File: src/rtl/keypad_scanner.sv
// keypad_scanner: 4x4 matrix keypad scan, debounce and ASCII key events.
// Optional held-key auto-repeat is compiled in when KEYPAD_REPEAT_EN is defined.
module keypad_scanner #(
  parameter int SCAN_DIV       = 50000,
  parameter int DEBOUNCE_SCANS = 4,
  parameter int REPEAT_DELAY   = 25,
  parameter int REPEAT_RATE    = 8
) (
  input  logic       clk,
  input  logic       rst_n,
  input  logic [3:0] row_in,
  output logic [3:0] col_out,
  output logic       btn_valid,
  output logic [7:0] btn_char,
  output logic       key_held
);
  localparam int DW = $clog2(SCAN_DIV);
  localparam logic [DW-1:0] LAST = DW'(SCAN_DIV - 1);
  localparam logic [3:0] DEB = 4'(DEBOUNCE_SCANS);
  // Key index k = row*4 + col, character k in byte k.
  localparam logic [127:0] KEY_MAP = {"=", 8'h08, "0", "C", "*", "9", "8", "7",
                                      "-", "6", "5", "4", "+", "3", "2", "1"};
  typedef enum logic [1:0] {S_IDLE, S_DEBOUNCE, S_PRESSED, S_RELEASE} state_t;
  state_t state;
  logic [3:0] row_s1, row_s2;
  logic [DW-1:0] dwell;
  logic [1:0] col;
  logic [15:0] snap;
  logic scan_done;
  logic [3:0] cand, cnt, idx;
  logic [4:0] n_set;
  logic is_key, is_none, hit, accept, rep_fire, fire;
  always_ff @(posedge clk or negedge rst_n)
    if (!rst_n) begin
      row_s1 <= 4'hF;
      row_s2 <= 4'hF;
      dwell <= '0;
      col <= '0;
      col_out <= 4'b1110;
      snap <= '0;
      scan_done <= 1'b0;
    end else begin
      row_s1 <= row_in;
      row_s2 <= row_s1;
      scan_done <= dwell == LAST && col == 2'd3;
      if (dwell == LAST) begin
        dwell <= '0;
        col <= col + 2'd1;
        col_out <= {col_out[2:0], col_out[3]};
        snap[{col, 2'b00} +: 4] <= ~row_s2;
      end else dwell <= dwell + 1'b1;
    end
  // Snapshot bit b = col*4 + row; key index swaps the two halves.
  always_comb begin
    n_set = '0;
    idx = '0;
    for (int b = 0; b < 16; b++)
      if (snap[b]) begin
        n_set = n_set + 5'd1;
        idx = {2'(b), 2'(b >> 2)};
      end
  end
  assign is_key = n_set == 5'd1;
  assign is_none = n_set == 5'd0;
  assign hit = is_key && idx == cand;
  assign accept = scan_done && is_key &&
                  (state == S_IDLE ? DEBOUNCE_SCANS == 1 :
                   state == S_DEBOUNCE && idx == cand && cnt + 4'd1 == DEB);
`ifdef KEYPAD_REPEAT_EN
  logic [7:0] rep;
  logic first;
  assign rep_fire = scan_done && state == S_PRESSED && hit &&
                    rep + 8'd1 == (first ? 8'(REPEAT_DELAY) : 8'(REPEAT_RATE));
  always_ff @(posedge clk or negedge rst_n)
    if (!rst_n) begin
      rep <= '0;
      first <= 1'b1;
    end else if (scan_done) begin
      rep <= state == S_PRESSED && hit && !rep_fire ? rep + 8'd1 : 8'd0;
      first <= state == S_PRESSED && hit ? first && !rep_fire : 1'b1;
    end
`else
  assign rep_fire = 1'b0;
`endif
  assign fire = accept || rep_fire;
  always_ff @(posedge clk or negedge rst_n)
    if (!rst_n) begin
      state <= S_IDLE;
      cand <= '0;
      cnt <= '0;
      btn_valid <= 1'b0;
      btn_char <= 8'h00;
      key_held <= 1'b0;
    end else begin
      btn_valid <= fire;
      if (fire) btn_char <= KEY_MAP[{idx, 3'b000} +: 8];
      if (accept) key_held <= 1'b1;
      if (scan_done)
        case (state)
          S_IDLE:
            if (is_key) begin
              cand <= idx;
              cnt <= 4'd1;
              state <= accept ? S_PRESSED : S_DEBOUNCE;
            end
          S_DEBOUNCE: begin
            cand <= idx;
            cnt <= hit ? cnt + 4'd1 : 4'd1;
            state <= !is_key ? S_IDLE : accept ? S_PRESSED : S_DEBOUNCE;
          end
          S_PRESSED:
            if (is_none) begin
              cnt <= 4'd1;
              state <= DEBOUNCE_SCANS == 1 ? S_IDLE : S_RELEASE;
              if (DEBOUNCE_SCANS == 1) key_held <= 1'b0;
            end
          S_RELEASE: begin
            cnt <= cnt + 4'd1;
            state <= !is_none ? S_PRESSED : cnt + 4'd1 == DEB ? S_IDLE : S_RELEASE;
            if (is_none && cnt + 4'd1 == DEB) key_held <= 1'b0;
          end
          default: state <= S_IDLE;
        endcase
    end
endmodule

File: config.mk
export PLATFORM = sky130hd
export DESIGN_NAME = keypad_scanner
export DESIGN_NICKNAME = d
export VERILOG_FILES = /design/src/rtl/keypad_scanner.sv
export SDC_FILE = /design/constraint.sdc
export NUM_CORES = 1
export LEC_CHECK = 0
export ABC_AREA = 1
export CAP_MARGIN = 20
export CORE_ASPECT_RATIO = 1.25
export CORE_UTILIZATION = 45
export DETAILED_ROUTE_END_ITERATION = 8
export GPL_TIMING_DRIVEN = 0
export PLACE_DENSITY = 0.67
export SYNTH_ARGS = -nofsm -noshare
export SYNTH_HDL_FRONTEND = slang
export SYNTH_SLANG_ARGS = --single-unit
File: constraint.sdc
create_clock -name clk -period 18.5 [get_ports clk]
set_input_delay 3.7 -clock clk [delete_from_list [all_inputs] [get_ports clk]]
set_output_delay 3.7 -clock clk [all_outputs]
set_load 0.05 [all_outputs]
==> flow_summary.json <==
{
  "outcome": "completed",
  "peakVddDrop_mv": 0.0540,
  "synthArstFlopShare": 1.00,
  "skew_ns": 0.00732,
  "wirelength_mm": 9.70,
  "cp-start-kind": "flip-flop",
  "multiInputGateArea_um2": 2860,
  "drc": 0,
  "grt_use_total": 0.192,
  "place_ws_ns": 10.12,
  "root_buffer": "clkbuf_16",
  "die_x_um": 96.5,
  "powerDensity_nw_per_um2": 59.9,
  "antennaDiodeCount": 0,
  "cpMaxStageDelayCell": "dfrtp_1",
  "synth.most_common_cell": "nand2_1",
  "post-route-util": 0.532,
  "ys_seq_area_frac": 0.332,
  "finalCriticalPeriod_ns": 8.37,
  "core_area_um2": 10700,
  "synthTopCellsByCount": "nand2_1, inv_1, dfrtp_1, nor2_1, nand3_1",
  "clock_path_buffers": 2,
  "grt_start_max_net_pins": 67,
  "fmax_mhz": 119,
  "power.total_mw": 0.342,
  "critPathMaxStageDelay_ns": 0.38,
  "antenna_found_initial": 0,
  "syn-instance-count": 741,
  "area_growth_pct": 13.5,
  "finalHoldViolations": 0,
  "syn_nets": 775,
  "cts_max_level": 3,
  "dr_total_vias": 4468,
  "cts.repair.resized": 0,
  "synth.distinct_cells": 40,
  "crit_type": "flip-flop to flip-flop",
  "dieArea_um2": 11600,
  "synth_edf_count": 0,
  "arrival_ns": 8.59,
  "cts_setup_buffers": 0,
  "final.setup.tns_ns": 0,
  "initial_core_util": 0.468,
  "netlist.area_leader.share": 0.274,
  "num-fill-cells": 1067,
  "synth-seq-cells": 66,
  "slew_headroom": 0.456,
  "rows": 42,
  "cts.reportedPaths.clkPinSlew_ns": 0.06,
  "slew_viol_final": 0,
  "max_cap_viol_count": 0,
  "critPathMaxFanout": 10,
  "final_cells": 907,
  "synth.avg_cell_area_um2": 6.77,
  "hpwl_mm": 7.53,
  "synthTopCellsByArea": "dfrtp_1, nand2_1, inv_1",
  "ys_warn_count": 0,
  "wl_per_cell_um": 10.7,
  "rsz0062_at_grt": "no",
  "postRouteAntennaNets": 0,
  "first_global_vias": 4388,
  "first_pass_iters": 4,
  "final_cell_area_um2": 5700,
  "placed_cells": 891,
  "worstMarginPinSlew_ns": 0.815,
  "ys_dominant_reg_cell": "dfrtp_1",
  "grt_overflow_total": 0,
  "gp_congestion": 0.825,
  "hold_path.class": "flip-flop to flip-flop",
  "cts_tree": "done",
  "placed_area_um2": 5360,
  "holdWs_ns": 0.355,
  "setup_viol": 0,
  "via_per_inst": 4.93,
  "nNetsFinal": 804,
  "fin_ws_ns": 10.13,
  "drive_above_1_share": 0.137,
  "worst_skew_pair.late_latency_ns": 0.33,
  "grt_pass1_wl_mm": 18.1,
  "power_leakage_nw": 3.27,
  "die_y_um": 120,
  "regArea_um2": 1670,
  "synth_area_um2": 5020,
  "cts_sinks": 66,
  "cts_buffers": 9,
  "synth_top_area_cell": "dfrtp_1",
  "io_pins": 20,
  "hold_buffers": 0,
  "drt_iter0_drc": 186,
  "post-route-period-util": 0.452,
  "critPathCaptureType": "flip-flop",
  "port_buffers": 18,
  "critical_path_required_ns": 18.72,
  "cp_common_cell": "nand2_1"
}
==> flip-flops by register name (all words and copies together) (netlist names) <==
| name | count |
|---|---|
| btn_valid | 1 |
| row_s2 | 4 |
| btn_char | 7 |
| dwell | 16 |
| col | 2 |
| col_out | 4 |
| key_held | 1 |
| cnt | 4 |
| snap | 16 |
| state | 2 |
| cand | 4 |
| row_s1 | 4 |
| scan_done | 1 |
==> cell type report <==
cell class                      count  share of cell area
Buffer                              5             0.00527
Clock buffer                       11              0.0408
Clock inverter                      5              0.0180
Inverter                          125              0.0823
Multi-Input combinational cell    545               0.501
Sequential cell                    66               0.292
Tap cell                          132              0.0290
Timing Repair Buffer               18              0.0312
==> cells in the final DEF, fill, tap and decap left out, types with 2 or more instances in the layout <==
cell | netlist | routed
a21boi_0 | 2 | 2
a21oi_1 | 20 | 20
a221oi_1 | 2 | 2
buf_4 | 1 | 2
bufinv_16 | 0 | 3
clkbuf_1 | 3 | 5
clkbuf_16 | 0 | 9
clkdlybuf4s50_1 | 0 | 17
clkinv_1 | 2 | 2
dfrtp_1 | 55 | 55
dfstp_2 | 11 | 11
ha_1 | 28 | 28
inv_1 | 116 | 116
inv_2 | 7 | 7
nand2_1 | 228 | 228
nand2_2 | 42 | 42
nand3_1 | 51 | 51
nand3_2 | 17 | 17
nand3b_1 | 5 | 5
nand3b_2 | 2 | 2
nand4_1 | 11 | 11
nor2_1 | 55 | 55
nor2_2 | 6 | 6
nor3_1 | 7 | 7
nor4_1 | 2 | 2
o21ai_0 | 30 | 30
o21ai_1 | 11 | 11
or2_2 | 3 | 3
xnor2_1 | 4 | 4
xor2_1 | 7 | 7
==> layer usage <==
metal	GRT usage	up-vias	part of all wire
met1	0.240	2026	0.47
li1	-	2388	-
met3	0.0298	10	0.023
met5	0	-	0
met4	0.0607	0	0.012
met2	0.331	44	0.50
==> power by group <==
| part | internal, mW | switching (mW) |
|---|---|---|
| Combinational | 0.00117 | 0.00342 |
| Clock | 0.131 | 0.0591 |
| Sequential | 0.146 | 0.000419 |
==> final timing paths <==
kind                            from          end  slack [ns]  depth (start not counted)
max in group asynchronous      rst_n      snap[8]       14.49                          1
setup / recovery             snap[0]     state[0]       10.13                         56
min in group asynchronous      rst_n  btn_char[3]        3.47                          1
hold / removal             row_s1[1]    row_s2[1]        0.35                          0
hold reg to reg            row_s1[1]    row_s2[1]        0.35                          0
setup reg to reg             snap[0]     state[0]       10.13                         56
==> critical path: cells and delay by family, from the launching register on <==
kind,cells,cell delay (ns)
AND/OR/NAND/NOR,34,3.29
AO/OA/AOI/OAI,2,0.24
adder cells (fa/ha/maj),14,3.81
flip-flops,1,0.38
buffers and inverters,6,0.53
==> cell families after synthesis <==
| kind of cell | after synthesis | synth area share |
|---|---|---|
| AO/OA/AOI/OAI | 73 | 0.0790 |
| XOR/XNOR | 11 | 0.0192 |
| adder cells (fa/ha/maj) | 28 | 0.0698 |
| buffers and inverters | 130 | 0.0995 |
| flip-flops | 66 | 0.332 |
| other | 1 | 0.000747 |
| AND/OR/NAND/NOR | 432 | 0.400 |
(Power assumes the default switching activity.)
